**src/rtl/pc_sequencer.sv**
```systemverilog
// rtl/pc_sequencer.sv - instruction-fetch sequencer owning the program counter
//
// Purpose:
//   Sequences IDLE -> FETCH -> ISSUE -> UPDATE -> (FETCH | HALT) for the
//   memory-to-memory vector processor. The PC is advanced through the
//   external combinational PC adder (A = PC, B = increment or branch offset,
//   C written back to PC during UPDATE).
//
// Optional build macro:
//   FETCH_TIMEOUT_EN - enables the fetch watchdog; after TIMEOUT_CYCLES
//                      cycles in FETCH without FETCH_ACK, FAULT is set
//                      (sticky) and the sequencer parks in HALT.
//
// Ports:
//   CLK, RST_N      clock (rising edge), asynchronous active-low reset
//   START           leave IDLE/HALT and begin fetching
//   HALT_REQ        stop at the next instruction boundary (sampled in UPDATE)
//   FETCH_REQ/ADDR  instruction read request and address (= PC)
//   FETCH_ACK       memory returns INSTR_IN this cycle
//   INSTR_IN        fetched instruction
//   INSTR_OUT/VALID registered instruction to the control unit
//   EXEC_DONE       control unit finished the current instruction
//   BRANCH_TAKEN    branch decision, qualified by EXEC_DONE
//   BRANCH_OFFSET   two's-complement offset, qualified by EXEC_DONE
//   ADDER_A/B/C     PC adder operands and sum
//   PC              current program counter
//   HALTED          high in HALT
//   FAULT           fetch timeout flag

module pc_sequencer #(
  parameter int                 WIDTH          = 16,
  parameter logic [WIDTH-1:0]   RESET_PC       = 16'h0000,
  parameter logic [WIDTH-1:0]   PC_INC         = 16'h0002,
  parameter int                 TIMEOUT_CYCLES = 16
) (
  input  logic             CLK,
  input  logic             RST_N,
  input  logic             START,
  input  logic             HALT_REQ,
  output logic             FETCH_REQ,
  output logic [WIDTH-1:0] FETCH_ADDR,
  input  logic             FETCH_ACK,
  input  logic [WIDTH-1:0] INSTR_IN,
  output logic [WIDTH-1:0] INSTR_OUT,
  output logic             INSTR_VALID,
  input  logic             EXEC_DONE,
  input  logic             BRANCH_TAKEN,
  input  logic [WIDTH-1:0] BRANCH_OFFSET,
  output logic [WIDTH-1:0] ADDER_A,
  output logic [WIDTH-1:0] ADDER_B,
  input  logic [WIDTH-1:0] ADDER_C,
  output logic [WIDTH-1:0] PC,
  output logic             HALTED,
  output logic             FAULT
);

  localparam logic [2:0] ST_IDLE   = 3'd0;
  localparam logic [2:0] ST_FETCH  = 3'd1;
  localparam logic [2:0] ST_ISSUE  = 3'd2;
  localparam logic [2:0] ST_UPDATE = 3'd3;
  localparam logic [2:0] ST_HALT   = 3'd4;

  if (TIMEOUT_CYCLES < 1) begin : g_timeout_check
    $error("TIMEOUT_CYCLES must be at least 1");
  end

  logic [2:0]       state;
  logic [WIDTH-1:0] pc;
  logic [WIDTH-1:0] instr_q;
  logic             br_taken;
  logic [WIDTH-1:0] br_off;
  logic             fault_q;
  logic             fetch_timeout;

`ifdef FETCH_TIMEOUT_EN
  localparam int              CW       = $clog2(TIMEOUT_CYCLES) + 1;
  localparam logic [CW-1:0]   CNT_LAST = CW'(TIMEOUT_CYCLES - 1);

  logic [CW-1:0] cnt;

  // Counts FETCH cycles without an ACK; any exit from FETCH or an ACK clears it.
  always_ff @(posedge CLK or negedge RST_N) begin
    if (!RST_N) begin
      cnt <= '0;
    end else if (state == ST_FETCH && !FETCH_ACK) begin
      cnt <= cnt + CW'(1);
    end else begin
      cnt <= '0;
    end
  end

  // Fires in the last permitted FETCH cycle so the exit happens after exactly
  // TIMEOUT_CYCLES cycles of waiting.
  assign fetch_timeout = (state == ST_FETCH) && !FETCH_ACK && (cnt == CNT_LAST);

  always_ff @(posedge CLK or negedge RST_N) begin
    if (!RST_N) begin
      fault_q <= 1'b0;
    end else if (fetch_timeout) begin
      fault_q <= 1'b1;
    end
  end
`else
  assign fetch_timeout = 1'b0;
  assign fault_q       = 1'b0;
`endif

  always_ff @(posedge CLK or negedge RST_N) begin
    if (!RST_N) begin
      state    <= ST_IDLE;
      pc       <= RESET_PC;
      instr_q  <= '0;
      br_taken <= 1'b0;
      br_off   <= '0;
    end else begin
      case (state)
        ST_IDLE: begin
          if (START) state <= ST_FETCH;
        end
        ST_FETCH: begin
          if (FETCH_ACK) begin
            instr_q <= INSTR_IN;
            state   <= ST_ISSUE;
          end else if (fetch_timeout) begin
            state <= ST_HALT;
          end
        end
        ST_ISSUE: begin
          if (EXEC_DONE) begin
            br_taken <= BRANCH_TAKEN;
            br_off   <= BRANCH_OFFSET;
            state    <= ST_UPDATE;
          end
        end
        ST_UPDATE: begin
          // Adder wraps modulo 2^WIDTH, so backward branches need no special case.
          pc    <= ADDER_C;
          state <= HALT_REQ ? ST_HALT : ST_FETCH;
        end
        ST_HALT: begin
          // A faulted sequencer stays parked until reset.
          if (START && !fault_q) state <= ST_FETCH;
        end
        default: state <= ST_IDLE;
      endcase
    end
  end

  assign FETCH_REQ   = (state == ST_FETCH);
  assign FETCH_ADDR  = pc;
  assign INSTR_OUT   = instr_q;
  assign INSTR_VALID = (state == ST_ISSUE);
  assign PC          = pc;
  assign HALTED      = (state == ST_HALT);
  assign FAULT       = fault_q;

  // The adder always sees PC + increment except while the branch result is
  // being committed in UPDATE.
  assign ADDER_A = pc;
  assign ADDER_B = (state == ST_UPDATE && br_taken) ? br_off : PC_INC;

endmodule

```
**config.mk**
```make
export PLATFORM = sky130hd
export DESIGN_NAME = pc_sequencer
export DESIGN_NICKNAME = d
export VERILOG_FILES = /design/src/rtl/pc_sequencer.sv
export SDC_FILE = /design/constraint.sdc
export NUM_CORES = 1
export LEC_CHECK = 0
export ABC_CLOCK_PERIOD_IN_PS = 2000
export CAP_MARGIN = 20
export CORE_MARGIN = 3
export CORE_UTILIZATION = 38
export CTS_BUF_LIST = sky130_fd_sc_hd__clkbuf_16
export DETAILED_ROUTE_END_ITERATION = 10
export PLACE_DENSITY_LB_ADDON = 0.1
export SYNTH_ARGS = -nofsm -noshare
export SYNTH_HDL_FRONTEND = slang
export SYNTH_SLANG_ARGS = --single-unit
```
**constraint.sdc**
```tcl
create_clock -name CLK -period 2 [get_ports CLK]
set_clock_uncertainty 0.1 [all_clocks]
set_input_delay 0.6 -clock CLK [delete_from_list [all_inputs] [get_ports CLK]]
set_output_delay 0.6 -clock CLK [all_outputs]
set_load 0.01 [all_outputs]
```
======== After elaboration in Yosys (flattened, before gate mapping) ========
Cells that the tools add are included.
W data, S select, Z words.
operators by class
  equal/unequal tests ..................... 7
  $add $sub $neg .......................... 0
  order comparisons ....................... 0
  shift-type cells ........................ 0
  reduce and logical (&&, ||, !) cells .... 6
  multipliers ............................. 0
  muxes and demuxes ....................... 6
  divide/modulo/power cells ............... 0
  bitwise logic cells ..................... 0
operator list
  kind                  number
  $mux W16              1
  $mux W3               4
  $pmux W3 S4           1
  $eq A3 B2 Y1 const B  2
  $ne A2 B1 Y1 const B  3
  $reduce_and A2 Y1     2
  $eq A3 B1 Y1 const B  1
  $eq A3 B3 Y1 const B  1
  $logic_not A3 Y1      1
  $reduce_and A3 Y1     1
  $reduce_or A2 Y1      1
  $logic_and A1 B1 Y1   1
word-level totals
  bits of input ports ..................... 55
  register bits after elaboration ......... 52
  memories kept ........................... 0
  word-level logic and storage cells ...... 24
  bits in writable memories ............... 0
  latch bits .............................. 0
  memory bits (read-only) ................. 0

======== Longest topological paths before layout ========
Gate-level depths: netlist of run 1.
  depth in word-level cells ............... 4
  depth in mapped cells ................... 6
  gate-level depth less buffers ........... 3

======== Worst setup path before layout of run 1 ========
OpenSTA, ideal clock, no wires.
  path kind ............................... reg-to-output
  start point ............................. reg state[2]
  end point ............................... out ADDER_B[1]
  slack ................................... 3 ps
  stages on the path, launching flop included .. 6
  arrival time ............................ 1,297 ps
  path through ............................ dfrtp_1 buf_2 and3b_1 clkbuf_1 clkbuf_1 nand3b_1
on the way
  cells in the longest elaborated chain, start to end .. 3
RTL lines
  element                   line  text
  start: declaration        67    logic [2:0] state;
  start signal: assignment  138   state <= HALT_REQ ? ST_HALT : ST_FETCH;
  $eq A3 B2 Y1              160   assign ADDER_B = (state == ST_UPDATE && br_taken) ? br_off : PC_INC;
  $logic_and A1 B1 Y1       160
  $mux W16                  160
  end: declaration          50    output logic [WIDTH-1:0] ADDER_B,
No other way between the ends.

======== Final worst setup path of run 1 ========
  start point ............................. reg state[2]
  end point ............................... out ADDER_B[13]
Same word-level chain as after synthesis.

==> metrics.txt, run 1 <==
largest family of logic cells by synthesized area=simple AND/OR/NAND/NOR gates; Horiz. Die Dim=85.7 um; routability cong.=0.700; Syn Std Cell Area=2410 um2; sequential-to-total area share from yosys stat=53.9%; Hold WC Path Type=in -> async; Clock transition at path regs=0.07 ns; GRT Total Usage=16.2%; relative slew slack=57.5%; library cells used by synthesis=22; Area contributors post-synth=dfrtp_1 54%, mux2_2 15%, buf_4 11%, nand2_1 7.8%, and3_1 3.9%; initial core utilization=40.1%; htree depth=2; pwr/cell area=1490 nW/um2; unrepaired setup endpoints after global routing=true; Root Buffer=clkbuf_16; post-route design area=3890 um2; GRT Residual Overflow=0; Via Count=1899; clk sinks=52; clock latency at the later pin of the worst-skew pair=0.28 ns; Setup crit end kind=primary output; vias per inst=4.67; Tmin final=2.08 ns; Synth top area share=53.9%; Ys Warns=0; cell with the most instances after synthesis=dfrtp_1; EDFF count, synth=0; post-synthesis mux area share=15.4%; Core Box Area=6030 um2; post-synthesis compound-gate area fraction=1.04%; P_leak=1.80 nW; kind of critical path=reg -> out; Final WS setup=-0.0765 ns; r2r endpoint=br_off[12]; Ports=139; Tightest Pin Transition=0.635 ns; Final Setup Violations=16; Area Overhead vs Synth=61.1%; largest net degree at the start of global routing=23; leading post-synthesis cells by instance count=52 x dfrtp_1, 50 x nand2_1, 34 x buf_4; Tot Pwr=5.77 mW; Layout Cells excl Fill=407; Synth area leader=dfrtp_1; global-route wire length before repair=9330 um; # DRC=0; worst r2r src=state[1]; Synth Register Bits=52; Synth Flop Type=dfrtp_1; HPWL Detailed=4430 um; Post-Synth XOR/XNOR Area=0%; I/O Buffers=137; layout cell share with drive strength beyond 1=27.1%; cells after synthesis=214; peak supply drop=0.761 mV; Fill cells=488; Final period util=104%; Hold Vio Cnt, Final=0; Syn Nets=269; area of the multi-input gates=853 um2; number of global-route vias before repair=1892; Worst EP required=1.30 ns; Synth Area in Adders=0%; Final #Nets=386; die area=7340 um2; Die Span Y=85.7 um; TritonCTS buffer count=5; crit-path max FO=7; DR iter-0 viols=67; Avg Inst Size Synth=11.3 um2; Simple-Gate Fraction of Synth Area=16.2%; fin. max-slew vios=0; final antenna-violating net count=0; dpl cell area=3690 um2; Worst R2R Setup Slack=0.22 ns; startpoint types=flop; Routed wire per std cell=14.4 um; CTS tree=done; sequential cell area=1300 um2; ANT cells=0; clock buffer depth=2; R2R depth=7; routed wire length=5850 um; max frequency=0.482 GHz; failing checks=setup timing; post-placement cell count=394; initial antenna violation count=0; row count=28; post-place setup slack=-0.236 ns; status=complete, but fails checks; post-synthesis async set-or-reset flop share=100%; Post-CTS Hold Buffers=0; max-cap check violation count=0; Pre-Repair DR Iteration Count=6; WP data arrival=1.38 ns
==> flip-flops by register name, indices dropped and copies added, names as in the netlist <==
name and cells:
ADDER_A 16, INSTR_OUT 16, br_off 16, state 3, br_taken 1
==> per-layer routing <==
metal	share of wire, %	track usage, %
met1	41	20.1
met2	49	27.5
met3	9.2	4.42
met4	1.0	5.18
met5	0	0
==> critical path, cell delays in order (launching register included) <==
cell	delay [ns]
dfrtp_1	0.38
and3b_2	0.30
buf_6	0.13
and3_4	0.18
buf_6	0.10
==> where the power goes <==
| part | switching [mW] | internal [mW] | total, mW | leakage, nW |
|---|---|---|---|---|
| Clock | 0.359 | 0.455 | 0.815 | 0.0687 |
| Sequential | 0.379 | 1.58 | 1.96 | 0.627 |
| Combinational | 1.13 | 1.87 | 3.00 | 1.10 |
| Total | 1.87 | 3.91 | 5.77 | 1.80 |
==> repair_timing <==
action,in CTS,in global routing
gates resized for setup,87,14
hold endpoints to repair,0,0
gates cloned,1,0
setup endpoints to repair,19,21
buffers inserted,2,3
==> worst max path at each step <==
stage	start	slack, ns	end
after floorplan	state[2]	0.003	ADDER_B[1]
after global placement	FETCH_ACK	-0.24	INSTR_OUT[2]
after detailed placement	FETCH_ACK	-0.24	INSTR_OUT[1]
after CTS	state[2]	-0.09	ADDER_B[13]
after global routing	state[2]	-0.13	ADDER_B[14]
final	state[2]	-0.08	ADDER_B[13]
==> final cells by class <==
| cell class | instances | area share, % |
|---|---|---|
| repair buffers | 155 | 38.5 |
| clock inverters | 3 | 0.386 |
| inverters | 1 | 0.0966 |
| well taps | 75 | 2.41 |
| multi-input cells | 116 | 22.0 |
| clock buffers | 5 | 3.22 |
| flip-flops and latches | 52 | 33.5 |
==> stage by stage <==
step | util (%) | TNS [ns] | hold slack [ns]
floorplan | - | 0 | 0.204
global placement | 61.3 | -7.21 | 0.382
detailed placement | 61.3 | -7.05 | 0.390
CTS | 63.4 | -1.25 | 0.180
global route | 64.5 | -2.00 | 0.195
finish | 64.5 | -1.10 | 0.171
==> placed cells by master, fill, tap and decap left out, drive strengths merged <==
cell,instances
clkinvlp,1
nor4b,1
conb,1
mux2,33
clkbuf,5
dlymetal6s2s,3
and3,15
dfrtp,52
clkdlybuf4s50,114
and3b,1
nand2,50
nor2,2
nand3b,3
o21ai,1
buf,38
a221o,1
nor3b,2
inv,2
nor4bb,1
clkinv,1
a21oi,2
nand2b,3
==> kinds of logic after synthesis <==
family | Yosys count
simple gates | 78
flops | 52
buf+inv | 46
mux | 33
compound gates | 4
other cells | 1
Power figures use the tool's default switching activity.
==> run 2, diff against run 1 <==
--- a/config.mk
+++ b/config.mk
@@ -11,7 +11,9 @@
 export CORE_UTILIZATION = 38
 export CTS_BUF_LIST = sky130_fd_sc_hd__clkbuf_16
 export DETAILED_ROUTE_END_ITERATION = 10
-export PLACE_DENSITY_LB_ADDON = 0.1
+export PLACE_DENSITY_LB_ADDON = 0.25
+export SETUP_SLACK_MARGIN = 0.02
 export SYNTH_ARGS = -nofsm -noshare
 export SYNTH_HDL_FRONTEND = slang
 export SYNTH_SLANG_ARGS = --single-unit
+export TNS_END_PERCENT = 100
==> metrics.txt, run 2 (same netlist as run 1, synthesis figures left out) <==
max frequency=0.479 GHz (was 0.482 GHz); Horiz. Die Dim=85.7 um (unchanged); number of global-route vias before repair=2057 (was 1892); Post-CTS Hold Buffers=0 (unchanged); htree depth=2 (unchanged); Worst R2R Setup Slack=0.18 ns (was 0.22 ns); Routed wire per std cell=15.3 um (was 14.4 um); crit-path max FO=8 (was 7); Die Span Y=85.7 um (unchanged); Tightest Pin Transition=0.614 ns (was 0.635 ns); Area Overhead vs Synth=66.5% (was 61.1%); GRT Residual Overflow=0 (unchanged); ANT cells=0 (unchanged); most common cell after layout, fill and taps aside=clkdlybuf4s50_1 (unchanged); P_leak=1.90 nW (was 1.80 nW); Hold WC Path Type=in -> async (unchanged); Pre-Repair DR Iteration Count=4 (was 6); CTS tree=done (unchanged); post-place setup slack=-0.202 ns (was -0.236 ns); startpoint types=flop (unchanged); r2r endpoint=br_off[7] (was br_off[12]); status=complete, but fails checks (unchanged); final core utilization=66.7% (was 64.5%); Ports=139 (unchanged); WP data arrival=1.39 ns (was 1.38 ns); setup TNS=-1.06 ns (was -1.10 ns); TritonCTS buffer count=5 (unchanged); WHS=0.190 ns (was 0.171 ns); row count=28 (unchanged); Via Count=1915 (was 1899); initial antenna violation count=0 (unchanged); relative slew slack=59.0% (was 57.5%); clock buffer depth=2 (unchanged); Final Setup Violations=15 (was 16); layout cell share with drive strength beyond 1=29.8% (was 27.1%); Core Box Area=6030 um2 (unchanged); CP startpoint=state[2] (unchanged); post-route design area=4020 um2 (was 3890 um2); max-cap check violation count=0 (unchanged); clk sinks=52 (unchanged); global-route wire length before repair=10100 um (was 9330 um); routed wire length=6180 um (was 5850 um); Hold Vio Cnt, Final=0 (unchanged); dpl cell area=3710 um2 (was 3690 um2); unrepaired setup endpoints after global routing=true (unchanged); clock latency at the later pin of the worst-skew pair=0.28 ns (about the same); die area=7340 um2 (unchanged); # DRC=0 (unchanged); routability cong.=0.774 (was 0.700); Clock transition at path regs=0.06 ns (was 0.07 ns); largest net degree at the start of global routing=53 (was 23); DR iter-0 viols=95 (was 67); final antenna-violating net count=0 (unchanged); worst r2r src=state[0] (was state[1]); I/O Buffers=137 (unchanged); Worst EP required=1.30 ns (about the same); pwr/cell area=1490 nW/um2 (about the same); HPWL Detailed=4520 um (was 4430 um); CP endpoint=ADDER_B[13] (unchanged); kind of critical path=reg -> out (unchanged); R2R depth=6 (was 7); most frequent cells in the layout=104 x clkdlybuf4s50_1, 51 x dfrtp_1, 49 x nand2_1, 33 x mux2_2, 15 x buf_6 (was 114 x clkdlybuf4s50_1, 52 x dfrtp_1, 49 x nand2_1, 33 x mux2_2, 14 x buf_2); Root Buffer=clkbuf_16 (unchanged); Fill cells=469 (was 488); area of the multi-input gates=893 um2 (was 853 um2); peak supply drop=0.831 mV (was 0.761 mV); vias per inst=4.74 (was 4.67); sequential cell area=1300 um2 (about the same); Final #Nets=383 (was 386); failing checks=setup timing (unchanged); initial core utilization=40.1% (unchanged); Final period util=104% (about the same); Tmin final=2.09 ns (was 2.08 ns); GRT Total Usage=17.3% (was 16.2%); Setup crit end kind=primary output (unchanged); Final WS setup=-0.0898 ns (was -0.0765 ns); fin. max-slew vios=0 (unchanged)
## run 2: cell type report
type | instances | share of cell area, %
well taps | 75 | 2.33
clock inverters | 3 | 1.06
flip-flops and latches | 52 | 32.4
clock buffers | 5 | 3.11
inverters | 1 | 0.0934
multi-input cells | 116 | 22.2
repair buffers | 152 | 38.8
## run 2: through the flow
stage,std cells,power [mW]
2_1_floorplan,214,3.57
3_3_place_gp,393,4.89
3_5_place_dp,393,4.99
4_1_cts,406,6.13
5_1_grt,404,6.39
6_report,404,5.98
## run 2: worst min-delay path by stage
stage               from            to  slack, ns  cells after the start
2_1_floorplan      RST_N    ADDER_A[0]       0.20                      0
3_3_place_gp   br_off[1]     br_off[1]       0.38                      1
3_5_place_dp   br_off[5]     br_off[5]       0.39                      1
4_1_cts            RST_N  INSTR_OUT[1]       0.22                      2
5_1_grt            RST_N    ADDER_A[6]       0.21                      2
6_report           RST_N    ADDER_A[6]       0.19                      2
## run 2: metal layers
metal	global-route usage, %	up-vias	routed length [um]
met5	0	-	0
met4	4.89	0	86
met3	6.24	8	672
met2	29.2	99	3000
met1	21.0	911	2420
li1	-	897	-
## run 2: power breakdown
group	switching [mW]	total (mW)	leakage [nW]	internal, mW
sequential	0.396	1.98	0.625	1.58
combinational	1.16	3.03	1.19	1.87
clock	0.375	0.963	0.0798	0.588
## run 2: repair_timing
item	in CTS	in global routing
setup buffers	5	3
gates resized for setup	108	17
endpoints found under the setup margin	20	36
gates cloned	1	0
hold endpoints to repair	0	0
pin swaps	4	5
## run 2: worst max-delay path, cell delays in order (launching register included)
cell     delay (ns)
dfrtp_1        0.38
and3b_2        0.29
buf_6          0.15
and3_4         0.19
buf_6          0.10
